$ cat config.mk
export PLATFORM = sky130hd
export DESIGN_NAME = fetch_sequencer
export DESIGN_NICKNAME = d
export VERILOG_FILES = /design/src/rtl/fetch_sequencer.sv
export SDC_FILE = /design/constraint.sdc
export NUM_CORES = 1
export LEC_CHECK = 0
export BUFFER_PORTS_ARGS = -buffer_cell sky130_fd_sc_hd__buf_2
export CAP_MARGIN = 20
export CORE_ASPECT_RATIO = 0.5
export CORE_MARGIN = 4
export CORE_UTILIZATION = 43
export DETAILED_ROUTE_END_ITERATION = 8
export PLACE_DENSITY_LB_ADDON = 0.12
export SLEW_MARGIN = 20
export SYNTH_ARGS = -nofsm -noshare
export SYNTH_HDL_FRONTEND = slang
export SYNTH_SLANG_ARGS = --single-unit
export TNS_END_PERCENT = 50
$ cat constraint.sdc
create_clock -name clk_i -period 3.54 [get_ports clk_i]
set_clock_uncertainty 0.2 [all_clocks]
set_input_delay 0 -clock clk_i [delete_from_list [all_inputs] [get_ports clk_i]]
set_output_delay 0 -clock clk_i [all_outputs]
set_load 0.02 [all_outputs]
$ cat src/rtl/fetch_sequencer.sv
// rtl/fetch_sequencer.sv - instruction fetch sequencer between redirect logic, I-cache and re-aligner
module fetch_sequencer #(
    parameter int FETCH_WIDTH     = 64,
    parameter int MAX_OUTSTANDING = 2,
    parameter int IQ_CREDITS      = 4
) (
    input  logic                   clk_i,
    input  logic                   rst_ni,
    input  logic [63:0]            boot_addr_i,
    input  logic                   flush_i,
    input  logic                   redirect_valid_i,
    input  logic [63:0]            redirect_pc_i,
    input  logic                   halt_i,
    output logic                   halted_o,
    output logic                   req_valid_o,
    input  logic                   req_ready_i,
    output logic [63:0]            req_vaddr_o,
    input  logic                   resp_valid_i,
    input  logic [FETCH_WIDTH-1:0] resp_data_i,
    output logic                   realign_valid_o,
    output logic                   realign_en_o,
    output logic                   realign_flush_o,
    output logic [63:0]            realign_addr_o,
    output logic [FETCH_WIDTH-1:0] realign_data_o,
    input  logic                   iq_pop_i
);

    localparam int GROUP_B = FETCH_WIDTH / 8;
    localparam int OUT_W   = $clog2(MAX_OUTSTANDING) + 1;
    localparam int CRD_W   = $clog2(IQ_CREDITS) + 1;
    localparam int PTR_W   = (MAX_OUTSTANDING > 1) ? $clog2(MAX_OUTSTANDING) : 1;

    localparam logic [PTR_W-1:0] PTR_LAST    = PTR_W'(MAX_OUTSTANDING - 1);
    localparam logic [OUT_W-1:0] OUT_MAX     = OUT_W'(MAX_OUTSTANDING);
    localparam logic [CRD_W-1:0] CRD_MAX     = CRD_W'(IQ_CREDITS);
    localparam logic [63:0]      ALIGN_MASK  = ~64'(GROUP_B - 1);
    localparam logic [63:0]      GROUP_BYTES = 64'(GROUP_B);

    typedef enum logic [2:0] {
        BOOT,
        FETCH,
        DRAIN,
        HALTED,
        STOPPED
    } state_t;

    state_t           state;
    logic [63:0]      pc;
    logic [OUT_W-1:0] outstanding;
    logic [OUT_W-1:0] kill_cnt;
    logic [OUT_W-1:0] outstanding_next;
    logic [CRD_W-1:0] credits;
    logic [63:0]      addr_fifo [MAX_OUTSTANDING];
    logic [PTR_W-1:0] wr_ptr;
    logic [PTR_W-1:0] rd_ptr;
    logic             handshake;
    logic             killed;
    logic             redirect_or_flush;

    assign redirect_or_flush = redirect_valid_i || flush_i;

    assign req_valid_o = (state == FETCH) && (credits != '0) && (outstanding < OUT_MAX)
                         && !redirect_or_flush && !halt_i;
    assign handshake   = req_valid_o && req_ready_i;
    assign req_vaddr_o = pc;

    // A response is forwarded only when nothing older is still marked for killing
    // and no redirect/flush is happening in the same cycle.
    assign realign_valid_o = resp_valid_i && (kill_cnt == '0) && !redirect_or_flush;
    assign realign_en_o    = realign_valid_o;
    assign realign_flush_o = redirect_or_flush;
    assign realign_addr_o  = addr_fifo[rd_ptr];
    assign realign_data_o  = resp_data_i;
    assign killed          = resp_valid_i && !realign_valid_o;
    assign halted_o        = (state == HALTED);

    assign outstanding_next = outstanding + OUT_W'(handshake) - OUT_W'(resp_valid_i);

    // Fetch PC and control state; redirects take priority over PC advance and halt
    always_ff @(posedge clk_i or negedge rst_ni) begin
        if (!rst_ni) begin
            state <= BOOT;
            pc    <= '0;
        end else if (state == BOOT) begin
            pc    <= boot_addr_i;
            state <= FETCH;
        end else begin
            if (redirect_valid_i) begin
                pc <= redirect_pc_i;
            end else if (handshake) begin
                pc <= (pc & ALIGN_MASK) + GROUP_BYTES;
            end
            if (flush_i && !redirect_valid_i) begin
                state <= STOPPED;
            end else begin
                case (state)
                    FETCH:   if (!redirect_valid_i && halt_i) state <= DRAIN;
                    DRAIN:   if (outstanding == '0) state <= HALTED;
                    HALTED:  if (!halt_i) state <= FETCH;
                    STOPPED: if (redirect_valid_i) state <= FETCH;
                    default: state <= state;
                endcase
            end
        end
    end

    // Outstanding/credit/kill bookkeeping and the in-flight address FIFO
    always_ff @(posedge clk_i or negedge rst_ni) begin
        if (!rst_ni) begin
            outstanding <= '0;
            kill_cnt    <= '0;
            credits     <= CRD_MAX;
            wr_ptr      <= '0;
            rd_ptr      <= '0;
            for (int i = 0; i < MAX_OUTSTANDING; i++) begin
                addr_fifo[i] <= '0;
            end
        end else begin
            outstanding <= outstanding_next;
            credits     <= credits + CRD_W'(iq_pop_i) + CRD_W'(killed) - CRD_W'(handshake);
            if (redirect_or_flush) begin
                kill_cnt <= outstanding_next;
            end else if (resp_valid_i && (kill_cnt != '0)) begin
                kill_cnt <= kill_cnt - OUT_W'(1);
            end
            if (handshake) begin
                addr_fifo[wr_ptr] <= pc;
                wr_ptr <= (wr_ptr == PTR_LAST) ? '0 : wr_ptr + PTR_W'(1);
            end
            if (resp_valid_i) begin
                rd_ptr <= (rd_ptr == PTR_LAST) ? '0 : rd_ptr + PTR_W'(1);
            end
        end
    end

    // Interface protocol checks: no stray responses, no credit overflow, no issue outside FETCH
    assert property (@(posedge clk_i) disable iff (!rst_ni) resp_valid_i |-> (outstanding != '0));
    assert property (@(posedge clk_i) disable iff (!rst_ni) credits <= CRD_MAX);
    assert property (@(posedge clk_i) disable iff (!rst_ni)
                     handshake |-> ((state == FETCH) && (outstanding < OUT_MAX)));

endmodule
# == Yosys cells after proc, flatten, opt, wreduce, memory -nomap -nowiden ==
# Cells that the tools add are included.
# op_classes
n_addsub,9
n_lt_le_gt_ge,4
eq_ne,8
muxes,20
bitwise_logic,2
n_reduce_logical,26
# ops
operator,n
two-way mux 64 bit,7
bitwise mux 128 bit,1
adder 64 x 4 -> 64 bit (second input constant),1
demux 64 bit (select 1 bit),1
two-way mux 3 bit,6
logical AND 1 bit,12
case mux 3 bit (4 select lines),1
inequality test 4 bit (second input constant),2
adder 3 x 1 -> 3 bit,2
== test 3 x 2 -> 1 bit (second input constant),2
nonzero test 3 bit,2
nonzero test 6 bit,1
AND reduction 5 bit,1
greater-or-equal comparator 2 bit (second input constant),2
logical NOT 1 bit,4
logical NOT 2 bit,2
two-way mux 2 bit,2
inequality test 4 x 1 -> 1 bit (second input constant),1
inequality test 4 x 2 -> 1 bit (second input constant),1
NOT 1 -> 2 bit,2
nonzero test 2 bit,2
== test 3 x 1 -> 1 bit (second input constant),1
== test 3 bit (second input constant),1
logical NOT 3 bit,1
9 further kinds,11
# totals
register_bits,204
inputBits,200
out_inout_bits,197
word_cells,78

# == Depth between registers and ports, before layout ==
# Gate-level depths: netlist (run 1).
# depth
word_depth,9
mapped_depth,11
mapped_depth_nobuf,9

# == Worst setup path before layout (run 1) ==
# No wires, ideal clock.
# synth_timing
kind,register to register
start,register state[0]
end,register credits[2]
t_arrival_ns,2.853
required_ns,3.265
slack_ns,0.411
stages_incl_launch_ff,11
n_path_buf,1
period_less_slack_ns,3.129
path_cell_list,dfrtp_1 or4b_4 or4_1 buf_4 clkinv_4 ha_1 inv_1 fa_1 fa_1 xor2_1 xnor2_1
# synth_via
elab_chain_cells,7
# synth_rtl
element,line_no,rtl
from (decl),47,state_t state;
from (signal assigned),101,default: state <= state;
== test 3 x 1 -> 1 bit,62,assign req_valid_o = (state == FETCH) && (credits != '0) && (outstanding < OUT_MAX)
logical AND 1 bit (2 in series),62,
logical AND 1 bit (2 in series),63,&& !redirect_or_flush && !halt_i;
logical AND 1 bit,64,assign handshake = req_valid_o && req_ready_i;
net handshake,56,logic handshake;
subtractor 3 x 1 -> 3 bit,120,credits <= credits + CRD_W'(iq_pop_i) + CRD_W'(killed) - CRD_W'(handshake);
to (signal assigned),120,
to (decl),52,logic [CRD_W-1:0] credits;
# The timed path passes the listed nets, and every way through them passes these cells.
# A chain may end at the register's enable or synchronous reset.

# == Worst setup path in the final report (run 1) ==
# layout_timing
start,register state[0]
end,"register pc[47], in the netlist req_vaddr_o[47]"
# layout_via
elab_chain_cells,7
# layout_rtl
element,line_no,rtl
== test 3 x 1 -> 1 bit,62,
logical AND 1 bit (2 in series),62,
logical AND 1 bit (2 in series),63,
logical AND 1 bit,64,
nonzero test 3 bit (no source line),n/a,
to (signal assigned),85,pc <= boot_addr_i;
to (signal assigned),89,pc <= redirect_pc_i;
to (signal assigned),91,pc <= (pc & ALIGN_MASK) + GROUP_BYTES;
to (decl),48,logic [63:0] pc;
# Parallel ways exist; a longest one is shown, timed or not.

==> results of run 1 <==
==> final cells by class <==
cell class                      count  area, µm²
Fill cell                        2230      10100
Multi-Input combinational cell    773       5480
Sequential cell                   204       5120
Timing Repair Buffer              503       3670
Clock buffer                       29        596
Tap cell                          344        430
Clock inverter                      8        115
Inverter                           26        103
Antenna cell                        3       7.51
==> repair_timing <==
item / 4_1_cts / 5_1_grt
hold buffers: 203 / 0
setup buffers: 0 / 3
setup endpoints to repair: 0 / 15
endpoints found under the hold margin: 244 / 0
resized for setup: 0 / 15
==> sequential cells by signal, indices dropped and copies added (netlist names) <==
name,cells
credits,3
rd_ptr,1
addr_fifo,128
req_vaddr_o,64
kill_cnt,2
state,3
wr_ptr,1
outstanding,2
==> critical path, cell delays in order, from the launching register on <==
cell and delay, ns:
dfrtp_1 0.48, or4b_4 0.55, nor4_4 0.24, buf_4 0.20, nand2_1 0.06, buf_4 0.25
nor4b_1 0.44, xnor2_1 0.17, o22ai_1 0.10, dlygate4sd3_1 0.60
==> metrics by stage <==
step           utilization  setup slack [ns]  hold slack [ns]  setup TNS [ns]
2_1_floorplan            -             0.411           -0.496               0
3_3_place_gp         0.495             0.340           -0.200               0
3_5_place_dp         0.495             0.287           -0.200               0
4_1_cts              0.602            0.0200           0.0191               0
5_1_grt              0.605           -0.0128           0.0555         -0.0128
6_report             0.605            0.0955          -0.0189               0
==> kinds of logic (layout without fill, tap and decap cells) <==
| family | Yosys count | count (layout) |
|---|---|---|
| flip-flops | 204 | 204 |
| XOR/XNOR | 45 | 45 |
| AO/OA/AOI/OAI | 210 | 210 |
| adder cells (fa/ha/maj) | 7 | 7 |
| other | 0 | 3 |
| buffers and inverters | 164 | 566 |
| AND/OR/NAND/NOR | 337 | 337 |
| multiplexers | 174 | 174 |
==> placed cells by master (no fill, tap or decap), types with 8 or more instances in the layout <==
master	instances
nand4_1	16
o21ai_0	89
a21oi_1	40
nand2_1	108
dfrtp_2	8
xor2_1	9
mux2_2	164
buf_2	266
dlygate4sd3_1	203
mux2i_1	9
inv_1	25
nor2_1	66
a221oi_1	11
a31oi_1	16
nor2b_1	13
buf_4	29
dfrtp_1	194
xnor2_1	36
clkbuf_16	21
o22ai_1	14
and4_1	10
nor4_1	13
and3_1	15
nand3_1	35
nor3_1	21
==> power by group through the flow <==
stage	logic [mW]	registers [mW]	clock network [mW]
6_report	4.98	4.26	2.35
5_1_grt	5.39	4.41	2.51
4_1_cts	4.91	4.24	2.40
3_5_place_dp	4.16	4.28	0
3_3_place_gp	4.10	4.22	0
2_1_floorplan	2.65	4.21	0
==> metal layers <==
layer / share of wire / vias to the layer above / wire [µm]
met1: 0.43 / 5310 / 17000
met4: 0.019 / 0 / 726
met5: 0 / - / 0
li1: - / 4794 / -
met2: 0.49 / 389 / 19200
met3: 0.060 / 66 / 2330
==> worst min-delay path by stage <==
stage	from	endpoint	slack, ns	cells past startpoint
floorplan	rst_ni	addr_fifo[0]$_DFFE_PN0P_	-0.50	0
global placement	resp_data_i[17]	realign_data_o[17]	-0.20	0
detailed placement	resp_data_i[17]	realign_data_o[17]	-0.20	0
CTS	rst_ni	addr_fifo[4]$_DFFE_PN0P_	0.02	2
global route	req_ready_i	req_vaddr_o[28]$_DFFE_PN0P_	0.06	4
finish	rst_ni	addr_fifo[71]$_DFFE_PN0P_	-0.02	2
==> results by group, run 1 <==
Status
  – Status: finished, violations left
  – Failing checks: hold timing

Floorplanning
  – Die area: 29400 µm²
  – CORE AREA: 25600 µm²
  – # rows: 41
  – Die Ht: approximately 120 µm
  – Die W: about 240 µm
  – Starting Density: 0.445
  – I/O Pins: a little under 400

Hold path
  – Hold Crit Class: input pin to async pin

Worst setup path
  – Worst r2r dst: req_vaddr_o[47]$_DFFE_PN0P_
  – Critical Path Sink: req_vaddr_o[47]$_DFFE_PN0P_
  – R2r startpoint: state[0]$_DFFE_PN0P_
  – Cells on worst reg2reg path: 9
  – Crit Path Max Fanout: 30
  – Class of the most critical setup path: flip-flop to flip-flop
  – Worst EP required: roughly 3.7 ns
  – Reg2Reg Setup Slack: approximately 0.095 ns
  – Crit end category: flip-flop
  – Data arrival, critical path: about 3.6 ns
  – Startpoint Class: flip-flop
  – Crit path launch: state[0]$_DFFE_PN0P_

Routing
  – Vias per inst: 5.59
  – Residual DRC: 0
  – WL final: roughly 39000 µm
  – First-pass DRT Iterations: 5
  – Drt first-iter violations: ~870
  – Avg WL per Cell: approximately 21 µm
  – Routed Antenna Nets: 0
  – Via count: 10600

Clock network
  – H-tree Lvls: 1
  – Total clock buffers created by CTS: 21
  – Reg clk slew, reported paths: roughly 0.060 ns
  – Max clock buf depth: 3
  – CTS Sinks: 204
  – Clock latency on the worst-skew pair: between 0.5 and 0.6 ns
  – CTS tree: built
  – Root Driver: clkbuf_16

Synthesis
  – Top post-synthesis cells by area: dfrtp_1, mux2_2, buf_4
  – YS warnings: 0
  – Async SR Flop Fraction: 1.00
  – Syn Nets: between 1000 and 1500
  – Mapped Cells: roughly 1100
  – Dominant cell type by area after synthesis: dfrtp_1
  – Post-synth top area share: 0.445
  – Adder-Cell Fraction of Synth Area: 0.00899
  – Commonest cells post-synth: dfrtp_1, mux2_2, nand2_1
  – Synth Area in Compound Gates: 0.112
  – Mux share of post-synthesis cell area: 0.171
  – Mapped cell area: ~11000 µm²
  – Netlist cell types: a little under 70
  – Post-Synth XOR/XNOR Area: 0.0345
  – Number of synthesized flops with an enable pin: 0
  – Synthesized flop and latch total: between 200 and 250
  – Seq/Total Area, Yosys: 0.447
  – Most common cell in the netlist: dfrtp_1
  – Leading register cell type out of synthesis: dfrtp_1
  – Main combinational cell family by area after synthesis: multiplexers
  – Simple-gate share of the synthesized area: 0.150
  – Mean Syn Cell Area: ~10 µm²

Power and ir drop
  – Power Density: between 700 and 800 nW/µm²
  – Switching Share: 0.409
  – Cell-internal power: about 6.9 mW
  – Total power: about 12 mW
  – Reg power frac: 0.367
  – P_leak: roughly 7.4 nW
  – Comb pwr share: 0.430
  – Clock share of power: 0.203
  – Maximum VDD drop: ~690 µV
  – Sw Pwr: approximately 4.7 mW

Global routing
  – Routing usage on met3: 0.0448
  – Met2 Use GR: 0.442
  – Largest net degree at the start of global routing: 109
  – Number of global-route vias before repair: between 10000 and 15000
  – Routing usage on met1: 0.356
  – Tot GR Track Use: 0.259
  – GRT Max-Usage Layer: met2
  – Initial antenna violation count: 3
  – Total grt overflow: 0
  – First-pass GRT wire length: ~60000 µm

STA
  – Max-slew violation count: 0
  – Setup Viol. Count Final: 0
  – Final hold violation count: 10
  – Worst Tran Pin Value: 1.10 ns
  – Max_slew headroom: 0.266
  – FMAX: between 200 and 300 MHz
  – Hold WS: -0.0189 ns
  – Post-route minimum period: between 3 and 4 ns
  – Final worst-path cycle share: 0.973

Final layout
  – Design area: roughly 16000 µm²
  – Fraction of layout cells with a size suffix above 1: 0.343
  – Final nets: around 1700
  – Non-filler cells, final: approximately 1900
  – Area growth syn-to-layout: 35.9%

Placement
  – Area after DPL: 12700 µm²
  – DP Cell Count: roughly 1600
  – Port bufs: 268
  – Detailed Place HPWL: ~26000 µm
  – Routability Congestion: about 0.86

Job
  – Max Cap Viol: 0
No activity file was read; power rests on OpenSTA's default activity.
==> run 2: changes to the inputs <==
Settings changed: CTS_BUF_LIST set to sky130_fd_sc_hd__clkbuf_2 sky130_fd_sc_hd__clkbuf_4 sky130_fd_sc_hd__clkbuf_8.
==> results by group, run 2 (synthesis results as in run 1) <==
Worst setup path
  – Crit end category: flip-flop
  – Crit path top cell by count: dlygate4sd3_1
  – Crit-path cells: or3_4, buf_4, and3_1, a21oi_1, dlygate4sd3_1, o21ai_0, dlygate4sd3_1
  – CP max-delay cell: or3_4
  – Critical Path Sink: req_vaddr_o[13]$_DFFE_PN0P_
  – Cells on worst reg2reg path: 7
  – Crit path launch: state[1]$_DFFE_PN0P_
  – Cell family with the largest share of critical-path delay: buffers and inverters
  – CP peak stage delay: approximately 0.68 ns
  – Buf/Inv on CP: 3
  – Worst r2r dst: req_vaddr_o[13]$_DFFE_PN0P_
  – Worst EP required: around 3.8 ns
  – Reg2Reg Setup Slack: approximately 0.09 ns
  – Crit Path Max Fanout: 46
  – CP Depth: 7
  – R2r startpoint: state[1]$_DFFE_PN0P_
  – Data arrival, critical path: 3.71 ns
  – Class of the most critical setup path: flip-flop to flip-flop
  – Startpoint Class: flip-flop

STA
  – RSZ-0062 raised after global routing: true
  – Max-slew violation count: 0
  – Setup Viol. Count Final: 0
  – Hold WS: roughly 0.045 ns
  – Post-route minimum period: between 3 and 4 ns
  – Final worst-path cycle share: 0.974
  – Max_slew headroom: 0.269
  – FMAX: slightly below 300 MHz
  – Final hold violation count: 0
  – Final setup margin: around 0.091 ns
  – Worst Tran Pin Value: between 1 and 1.5 ns
  – Sum of negative setup slack: 0 ns

Floorplanning
  – CORE AREA: roughly 26000 µm²
  – I/O Pins: about 400
  – Die Ht: 123 µm
  – Die area: about 29000 µm²
  – Starting Density: 0.445
  – # rows: 41
  – Die W: between 200 and 250 µm

Global routing
  – First-pass GRT wire length: roughly 60000 µm
  – Initial antenna violation count: 3
  – Largest net degree at the start of global routing: between 100 and 150
  – Number of global-route vias before repair: 11100
  – Total grt overflow: 0
  – Tot GR Track Use: 0.263

Placement
  – Pre-CTS setup slack: between 0.2 and 0.3 ns
  – Port bufs: between 200 and 300
  – Detailed Place HPWL: 25500 µm
  – Area after DPL: between 10000 and 15000 µm²
  – Routability Congestion: about 0.86
  – DP Cell Count: around 1600

Power and ir drop
  – Cell-internal power: between 6 and 7 mW
  – Clock share of power: 0.189
  – P_leak: 7.56 nW
  – Power Density: just over 700 nW/µm²
  – Reg power frac: 0.374
  – Comb pwr share: 0.437
  – Total power: between 10 and 15 mW
  – Maximum VDD drop: slightly below 700 µV
  – Sw Pwr: around 4.8 mW
  – Switching Share: 0.418

Final layout
  – Final core area utilization: 0.616
  – Top reg by flops: addr_fifo
  – Final nets: between 1500 and 2000
  – Fill count: approximately 2200
  – Area growth syn-to-layout: 38.4%
  – Max FFs per register: roughly 130
  – Commonest non-fill, non-tap cell in the layout: buf_2
  – Fraction of layout cells with a size suffix above 1: 0.347
  – Commonest cells after routing, fill and taps aside: buf_2, dlygate4sd3_1, dfrtp_1, mux2_2, nand2_1
  – Non-filler cells, final: 1939
  – Design area: around 16000 µm²

Clock network
  – CTS Sinks: about 200
  – CTS tree: built
  – Clock latency on the worst-skew pair: ~0.59 ns
  – Root Driver: clkbuf_8
  – Max clock buf depth: 3
  – Total clock buffers created by CTS: 31
  – Reg clk slew, reported paths: ~0.08 ns
  – H-tree Lvls: 1

Routing
  – First-pass DRT Iterations: 7
  – Residual DRC: 0
  – Avg WL per Cell: between 20 and 25 µm
  – Vias per inst: around 5.6
  – Routed Antenna Nets: 0
  – Drt first-iter violations: roughly 900
  – Via count: 10800
  – WL final: between 30000 and 40000 µm

Status
  – Status: finished, final reports clean

Hold path
  – Hold Crit Class: input pin to flip-flop

Job
  – Max Cap Viol: 0
==> run 2: cell types whose count changed in the layout (fill, tap and decap cells not counted), sizes merged <==
cell and delta:
bufinv -3, clkbuf +22, dlygate4sd3 +30
==> run 2: tightest hold or removal path, cell delays in order <==
cell and delay [ns]:
dlygate4sd3_1 0.52, buf_2 0.11, fa_1 0.16
==> run 2: how the worst min path moves through the flow <==
stage | to | cells after the start | startpoint | slack, ns
2_1_floorplan | addr_fifo[0]$_DFFE_PN0P_ | 0 | rst_ni | -0.50
3_3_place_gp | realign_data_o[17] | 0 | resp_data_i[17] | -0.20
3_5_place_dp | realign_data_o[17] | 0 | resp_data_i[17] | -0.20
4_1_cts | req_vaddr_o[0]$_DFFE_PN0P_ | 4 | boot_addr_i[0] | 0.005
5_1_grt | credits[0]$_DFF_PN0_ | 3 | iq_pop_i | 0.03
6_report | credits[0]$_DFF_PN0_ | 3 | iq_pop_i | 0.05
==> run 2: layer usage <==
metal  track usage  vias to the layer above  part of all wire
met1         0.354                     5361              0.43
met2         0.442                      453              0.48
met5             0                        -                 0
li1              -                     4863                 -
met3        0.0446                      111             0.060
met4        0.0790                        0             0.031
==> run 2: final cells by class <==
class	count	area, µm²	area share
antenna	3	7.51	0.000475
clock buffer	51	658	0.0417
clock inverter	5	25.0	0.00158
inverter	26	103	0.00650
multi-input combinational	773	5480	0.347
sequential	204	5120	0.324
tap	344	430	0.0273
timing repair buffer	533	3970	0.251
==> run 2: power by group through the flow <==
stage          Clock (mW)  Sequential (mW)  Combinational, mW
6_report             2.15             4.27               4.99
5_1_grt              2.31             4.42               5.40
4_1_cts              2.19             4.24               4.91
3_5_place_dp            0             4.28               4.16
3_3_place_gp            0             4.22               4.10
2_1_floorplan           0             4.21               2.65
==> run 2: what timing repair did <==
action	in CTS	in global routing
hold buffers	233	0
gates resized for setup	0	15
hold endpoints to repair	289	0
setup buffers	0	3
setup endpoints to repair	0	16
